`config.mk`:
```
export PLATFORM = sky130hd
export DESIGN_NAME = oled_screen_fmt
export DESIGN_NICKNAME = d
export VERILOG_FILES = /design/src/rtl/oled_screen_fmt_pkg.sv /design/src/rtl/oled_screen_fmt_hex_ascii.sv /design/src/rtl/oled_screen_fmt.sv
export SDC_FILE = /design/constraint.sdc
export NUM_CORES = 2
export LEC_CHECK = 0
export ABC_AREA = 1
export CORE_ASPECT_RATIO = 1.2
export CORE_MARGIN = 5
export CORE_UTILIZATION = 38
export CTS_BUF_LIST = sky130_fd_sc_hd__clkbuf_2 sky130_fd_sc_hd__clkbuf_4 sky130_fd_sc_hd__clkbuf_8
export DETAILED_ROUTE_END_ITERATION = 16
export DONT_BUFFER_PORTS = 1
export PLACE_DENSITY = 0.6
export SLEW_MARGIN = 20
export SYNTH_ARGS = -nofsm -noshare
export SYNTH_HDL_FRONTEND = slang
export SYNTH_SLANG_ARGS = --single-unit
```
`constraint.sdc`:
```
create_clock -name clk -period 92.6 [get_ports clk]
set_input_delay 4.63 -clock clk [delete_from_list [all_inputs] [get_ports clk]]
set_output_delay 4.63 -clock clk [all_outputs]
set_load 0.05 [all_outputs]
```
`src/rtl/oled_screen_fmt_pkg.sv`:
```
// Shared constants and state encoding for the OLED screen formatter.
package oled_screen_fmt_pkg;

    localparam int unsigned NUM_PAGES = 4;
    localparam int unsigned NUM_COLS  = 16;
    localparam int unsigned NUM_CHARS = NUM_PAGES * NUM_COLS;
    localparam int unsigned WORD_W    = 32;
    localparam int unsigned CNT_W     = 5;
    localparam int unsigned IDX_W     = 6;
    localparam int unsigned IMG_W     = NUM_CHARS * 8;

    localparam logic [7:0] CHAR_SPACE = 8'h20;
    localparam logic [7:0] CHAR_COLON = 8'h3A;
    localparam logic [7:0] CHAR_0     = 8'h30;
    localparam logic [7:0] CHAR_A     = 8'h41;
    localparam logic [7:0] CHAR_a     = 8'h61;

    typedef enum logic [1:0] {
        FMT_IDLE   = 2'd0,
        FMT_CONV   = 2'd1,
        FMT_COMMIT = 2'd2
    } fmt_state_e;

endpackage

```
`src/rtl/oled_screen_fmt_hex_ascii.sv`:
```
// Combinational nibble to ASCII hex digit, case selectable.
module oled_screen_fmt_hex_ascii
    import oled_screen_fmt_pkg::*;
(
    input  logic [3:0] nibble,
    input  logic       upper_hex,
    output logic [7:0] ascii_c
);

    always_comb begin
        if (nibble < 4'd10) begin
            ascii_c = CHAR_0 + 8'(nibble);
        end else begin
            ascii_c = (upper_hex ? CHAR_A : CHAR_a) + 8'(4'(nibble - 4'd10));
        end
    end

endmodule

```
`src/rtl/oled_screen_fmt.sv`:
```
// Renders four snapshotted debug words as labelled hex lines and commits the
// finished 64-char image to char_data in one cycle.
module oled_screen_fmt
    import oled_screen_fmt_pkg::*;
#(
    parameter bit          UPPER_HEX = 1'b1,
    parameter logic [15:0] LABEL0    = 16'h5043,
    parameter logic [15:0] LABEL1    = 16'h4952,
    parameter logic [15:0] LABEL2    = 16'h5241,
    parameter logic [15:0] LABEL3    = 16'h5242
) (
    input  logic               clk,
    input  logic               rst,
    input  logic               start,
    input  logic [WORD_W-1:0]  word0,
    input  logic [WORD_W-1:0]  word1,
    input  logic [WORD_W-1:0]  word2,
    input  logic [WORD_W-1:0]  word3,
    output logic               busy,
    output logic               done,
    output logic [IMG_W-1:0]   char_data
);

    fmt_state_e         state_q, state_d;
    logic [CNT_W-1:0]   cnt_q, cnt_d;
    logic               busy_q, busy_d;
    logic               done_q, done_d;
    logic               pending_q, pending_d;
    logic [WORD_W-1:0]  snap_q [NUM_PAGES];
    logic [WORD_W-1:0]  snap_d [NUM_PAGES];
    logic [7:0]         work_q [NUM_CHARS];
    logic [7:0]         work_d [NUM_CHARS];
    logic [IMG_W-1:0]   char_data_q, char_data_d;

    logic [WORD_W-1:0]  cur_word;
    logic [3:0]         cur_nibble;
    logic [7:0]         hex_char_c;
    logic [IDX_W-1:0]   wr_idx;
    logic               do_snap;

    function automatic logic [7:0] label_char(input logic [1:0] page, input logic hi);
        logic [15:0] lbl;
        case (page)
            2'd0:    lbl = LABEL0;
            2'd1:    lbl = LABEL1;
            2'd2:    lbl = LABEL2;
            default: lbl = LABEL3;
        endcase
        return hi ? lbl[15:8] : lbl[7:0];
    endfunction

    // cnt[4:3] selects the page, cnt[2:0] the digit, MSB nibble first
    assign cur_word   = snap_q[cnt_q[4:3]];
    assign cur_nibble = cur_word[5'd28 - {cnt_q[2:0], 2'b00} +: 4];
    assign wr_idx     = {cnt_q[4:3], 4'(4'd4 + 4'(cnt_q[2:0]))};

    oled_screen_fmt_hex_ascii u_hex_ascii (
        .nibble    (cur_nibble),
        .upper_hex (UPPER_HEX),
        .ascii_c   (hex_char_c)
    );

    always_comb begin
        state_d     = state_q;
        cnt_d       = cnt_q;
        busy_d      = busy_q;
        done_d      = 1'b0;
        pending_d   = pending_q;
        snap_d      = snap_q;
        work_d      = work_q;
        char_data_d = char_data_q;
        do_snap     = 1'b0;

        unique case (state_q)
            FMT_IDLE: begin
                if (start) begin
                    do_snap = 1'b1;
                    cnt_d   = '0;
                    busy_d  = 1'b1;
                    state_d = FMT_CONV;
                end
            end
            FMT_CONV: begin
                work_d[wr_idx] = hex_char_c;
                cnt_d          = CNT_W'(cnt_q + 5'd1);
                if (start) begin
                    pending_d = 1'b1;
                end
                if (cnt_q == 5'd31) begin
                    state_d = FMT_COMMIT;
                end
            end
            FMT_COMMIT: begin
                for (int k = 0; k < 64; k++) begin
                    char_data_d[8*(63-k) +: 8] = work_q[k];
                end
                done_d = 1'b1;
                // a start landing on the commit edge counts as pending
                if (pending_q || start) begin
                    pending_d = 1'b0;
                    do_snap   = 1'b1;
                    cnt_d     = '0;
                    state_d   = FMT_CONV;
                end else begin
                    busy_d  = 1'b0;
                    state_d = FMT_IDLE;
                end
            end
            default: begin
                state_d = FMT_IDLE;
            end
        endcase

        // snapshot and static label/separator chars on every CONV entry
        if (do_snap) begin
            snap_d[0] = word0;
            snap_d[1] = word1;
            snap_d[2] = word2;
            snap_d[3] = word3;
            for (int p = 0; p < 4; p++) begin
                for (int c = 0; c < 16; c++) begin
                    if (c == 0) begin
                        work_d[IDX_W'(p*16 + c)] = label_char(2'(p), 1'b1);
                    end else if (c == 1) begin
                        work_d[IDX_W'(p*16 + c)] = label_char(2'(p), 1'b0);
                    end else if (c == 2) begin
                        work_d[IDX_W'(p*16 + c)] = CHAR_COLON;
                    end else if (c == 3 || c >= 12) begin
                        work_d[IDX_W'(p*16 + c)] = CHAR_SPACE;
                    end
                end
            end
        end
    end

    always_ff @(posedge clk or posedge rst) begin
        if (rst) begin
            state_q     <= FMT_IDLE;
            cnt_q       <= '0;
            busy_q      <= 1'b0;
            done_q      <= 1'b0;
            pending_q   <= 1'b0;
            char_data_q <= {NUM_CHARS{CHAR_SPACE}};
            for (int i = 0; i < 4; i++) begin
                snap_q[i] <= '0;
            end
            for (int i = 0; i < 64; i++) begin
                work_q[i] <= CHAR_SPACE;
            end
        end else begin
            state_q     <= state_d;
            cnt_q       <= cnt_d;
            busy_q      <= busy_d;
            done_q      <= done_d;
            pending_q   <= pending_d;
            char_data_q <= char_data_d;
            snap_q      <= snap_d;
            work_q      <= work_d;
        end
    end

    assign busy      = busy_q;
    assign done      = done_q;
    assign char_data = char_data_q;

endmodule

```
# Yosys cells after proc, flatten, opt, wreduce, memory -nomap -nowiden
# Index checks and enable logic that the tools add are counted.
# op_classes
shift	1
bitwise_logic	2
n_eq_ne	8
mux	27
magnitude_cmp	4
reduce_logical	11
n_div	0
n_mul	0
n_addsub	6
# op_table
operator	count
512-bit bitwise mux	1
512-bit 2-to-1 mux	1
32-bit 2-to-1 mux	4
32-bit binary-select mux with 2-bit select	1
64-bit 2-to-1 mux	1
8-bit demux with 6-bit select	1
32-bit by 6-bit indexed part select with 4-bit output	1
8-bit 2-to-1 mux	2
5-bit case mux with 3 select lines	1
5-bit 2-to-1 mux	2
2-bit != test, second input constant	5
3-bit AND reduction	3
7-bit by 4-bit adder with 8-bit output, first input constant	1
6-bit by 4-bit adder with 7-bit output, first input constant	1
7-bit greater-or-equal comparator, second input constant	1
7-bit by 1-bit < comparator with 1-bit output, second input constant	1
1-bit 2-to-1 mux	7
6-bit NOT with 7-bit output	1
1-bit case mux with 2 select lines	3
2-bit case mux with 3 select lines	1
2-bit nonzero test	3
5-bit by 1-bit adder with 5-bit output, second input constant	1
5-bit equality test, second input constant	1
5-bit subtractor, first input constant	1
other kinds (13)	14
# word_totals
memories	0
regBits	1162
ramBits	0
out_inout_bits	514
word_cells	133
latchBits	0
rom_bits	0

# Logic depth before layout (Yosys ltp)
# depth
ltp_word	11
depth_mapped	20
ltp_nobuf	17

# Hierarchy
# Synthesis repeated with hierarchy kept, for this count alone.
# unflattened
cells_unflattened	4554
area_unflattened_um2	42759.8
# modules_own_cells
mod	seq_area_each_um2	n_inst	cells_each	area_each_um2
oled_screen_fmt	29238.0	1	4523	42608.4
oled_screen_fmt_hex_ascii	0.0	1	31	151.4

# Least setup slack after synthesis
# OpenSTA, ideal clock, no wires.
# synth_path
path_kind	input-to-reg
start	input start
end	register state_q[0]
setup_time_ns	0.142
t_arrival_ns	5.850
stages	6
n_path_buf	2
setup_slack_ns	86.607
required_ns	92.458
cell_sequence	nor2_1 > inv_1 > a21oi_1 > clkbuf_1 > clkbuf_1 > o21ai_0
# synth_via
elab_chain_cells	3
elab_cells_between_ends	5
classes_between	eq/ne: 1; mux: 2; reduce/logical: 2
# synth_rtl
item	line_no	source
start, declared	oled_screen_fmt.sv:14	input logic start,
1-bit logical OR	oled_screen_fmt.sv:99	if (pending_q || start) begin
1-bit 2-to-1 mux	oled_screen_fmt.sv:99	
2-bit case mux with 3 select lines	oled_screen_fmt.sv:74	unique case (state_q)
end signal, assigned	oled_screen_fmt.sv:151	state_q <= state_d;
end, declared	oled_screen_fmt.sv:24	fmt_state_e state_q, state_d;
# Several ways; a longest one is shown, not always the timed one.
# A chain may end at the register's enable or synchronous reset.

==> flow_summary.ini <==
[critical_path]
path_max_fanout = 136
ff2ff_setup_slack_ns = 88.23
r2r_end = work_q[209]$_DFFE_PP0P_
rr_worst_depth = 14
worstSetupPathType = in -> async
arrival_ns = 8.75
r2r-start = cnt_q[4]$_DFFE_PP0P_
critPathLaunchType = input pin
end_kind = async pin
critPathRequiredTime_ns = 93.45

[grt]
grt-ovfl-total = 0
antenna_found_initial = 4
grt_max_degree = 248
grt_use_total_pct = 19.37
first_global_vias = 26180
grt_pass1_wl_um = 164900

[finish]
drive_gt1_share_pct = 11.30
final_nets = 4342
fin_util_pct = 42.51
area_growth_pct = 11.10
multiInputGateArea_sq_mm = 0.01092
fillerInstances = 10250
final_cells = 5727
regArea_sq_mm = 0.02604

[die]
die_y_um = 362.8
row_count = 129
die_w_um = 304.0
start_util_pct = 38.27
coreArea_sq_mm = 0.1030
dieArea_sq_mm = 0.1103
ios = 645

[clocking]
cts_tree = yes
ctsHoldBuffers = 0
clock-sinks = 1034
cts_setup_buffers = 0
cts-buffers-inserted = 166
clk_pin_slew_ns = 0.06
h-tree-depth = 4
insertion_delay_ns = 0.88
clk_path_buf_depth = 3
cts-root-buf = clkbuf_8
ctsResizeCount = 0

[place]
gp_congestion = 0.8342
pre_cts_slack_ns = 83.41
portBuffers = 0
hpwl_um = 71000
dp.cells = 5411

[sta]
finalSetupTns_ns = 0
layout_min_cycle_time_ns = 7.894
worst-slew-pin-transition_ns = 1.141
period_share_pct = 8.525
setup_violations = 0
rsz0062_at_grt = false
maxSlewViolCount = 0
worst_slack_ns = 84.71
hold_violations = 0
slew_headroom_pct = 23.96
finClkSkew_ns = 0.03847
max_clock_freq_mhz = 126.7

[synthesis]
netlist_instances = 4307
yosysWarningCount = 0
seq_area_frac_synth_pct = 66.07
yosysUniqueCellTypes = 29
ys_ff_latch = 1034
syn_area_per_cell_sq_um = 9.149
syn-cell-area_sq_mm = 0.03940

[power]
p_sw_mw = 0.2584
leakage_nw = 22.41
internal_power_mw = 0.7300
pwr-share-clk_pct = 43.8
share_comb_of_total_power_pct = 4.1
power.density_mw_per_mm2 = 22.58
ir_drop_uv = 14.52
power_frac_seq_pct = 52.2
p_sw_share_pct = 26.14

[drt]
detail_route.wl_per_cell_um = 19.00
via_count = 26410
firstDrtPassIters = 7
wirelength_um = 108800
antenna_left = 0
drt_iter0_markers = 2168
vias_per_cell = 4.612
drt_drc_violations_left = 0

[hold_path]
hold_end = work_q[149]$_DFFE_PP1P_
hold_class = reg -> reg
min-delay-start = work_q[149]$_DFFE_PP1P_
whs_path_depth = 0

[run_status]
outcome = completed

[flow_run]
maxCapViolations = 0
## final cells by class
class | instances | area share, %
antenna | 5 | 0.02858
multi-input combinational | 2711 | 24.93
tap | 1375 | 3.930
clock inverter | 29 | 0.7631
sequential | 1034 | 59.47
clock buffer | 280 | 7.846
timing repair buffer | 31 | 0.7260
inverter | 262 | 2.298
## worst max-delay path: stages
cell	delay (ns)
inv_8	0.60
buf_4	0.84
buf_4	0.84
buf_4	0.77
buf_4	0.85
## synth_stat cells, drive strengths merged
cell type,n,share of area [%]
xnor2,1,0.022
conb,1,0.0095
nor2,159,1.6
clkinv,3,0.029
nand2,2072,20
nand4,1,0.016
a21oi,9,0.11
dfstp,128,8.5
o21ai,259,3.3
nand3,100,1.3
ha,5,0.16
inv,259,2.5
nor3,8,0.10
buf,136,2.3
clkbuf,227,2.2
o211ai,1,0.032
o21a,32,0.61
dfrtp,906,58
## per-stage QoR
stage	instance area [sq um]	hold WS, ns	total power, mW
floorplan	39640	0.4198	0.5497
global placement	39930	0.3574	0.5638
detailed placement	39930	0.3578	0.5651
CTS	43700	0.3662	1.003
global route	43770	0.3685	1.031
finish	43780	0.3641	0.9884
## state kept, by name, summed over array words and instances, names as in the netlist
register   count
busy           1
pending_q      1
char_data    448
state_q        2
cnt_q          5
snap_q       128
work_q       448
done           1
## logic make-up after synthesis
group	after synthesis	synth area share, %
buf+inv	625	6.922
flops	1034	66.07
simple gates	2340	22.76
compound gates	301	4.055
fa+ha+maj	5	0.1588
xor+xnor	1	0.02223
other cells	1	0.009517
## layer usage
| layer | GRT usage, % | up-vias | share of wire, % |
|---|---|---|---|
| met5 | 0 | - | 0 |
| met4 | 8.950 | 0 | 4.2 |
| met3 | 7.150 | 221 | 8.8 |
| met2 | 30.77 | 862 | 47 |
| met1 | 23.71 | 12590 | 40 |
| li1 | - | 12740 | - |
## power by group through the flow
stage	sequential [mW]	clock [mW]	combinational [mW]
2_1_floorplan	0.517	0	0.0332
3_3_place_gp	0.524	0	0.0399
3_5_place_dp	0.524	0	0.0411
4_1_cts	0.516	0.445	0.0412
5_1_grt	0.518	0.466	0.0466
6_report	0.516	0.432	0.0401
## worst max-delay path by stage
| stage | startpoint | to |
|---|---|---|
| finish | rst | char_data[49]$_DFFE_PP0P_ |
| global route | rst | work_q[78]$_DFFE_PP0P_ |
| CTS | rst | char_data[46]$_DFFE_PP0P_ |
| detailed placement | rst | char_data[168]$_DFFE_PP0P_ |
| global placement | rst | char_data[168]$_DFFE_PP0P_ |
| floorplan | rst | busy$_DFFE_PP0P_ |
## cells in the final DEF, fill, tap and decap left out, types with 2 or more instances in the layout
| master | netlist | routed |
|---|---|---|
| buf_12 | 0 | 3 |
| dfstp_2 | 128 | 128 |
| a21oi_1 | 9 | 8 |
| o21ai_0 | 243 | 243 |
| o21ai_1 | 15 | 15 |
| nor2_1 | 156 | 155 |
| nor2_4 | 2 | 3 |
| conb_1 | 1 | 64 |
| diode_2 | 0 | 5 |
| inv_8 | 0 | 8 |
| o21a_1 | 32 | 32 |
| bufinv_16 | 0 | 5 |
| nand2_2 | 4 | 5 |
| ha_1 | 5 | 5 |
| clkinv_1 | 3 | 3 |
| inv_2 | 5 | 4 |
| clkbuf_8 | 0 | 213 |
| nor3_1 | 8 | 8 |
| nand3_1 | 99 | 99 |
| buf_4 | 85 | 24 |
| inv_6 | 0 | 3 |
| clkbuf_4 | 0 | 67 |
| dfrtp_1 | 906 | 905 |
| clkinvlp_4 | 0 | 4 |
| buf_16 | 0 | 2 |
| nand2_1 | 2066 | 2065 |
| buf_6 | 2 | 2 |
| inv_1 | 254 | 252 |
| clkinv_2 | 0 | 11 |
| nand2_4 | 2 | 2 |
Power figures use the tool's default switching activity.
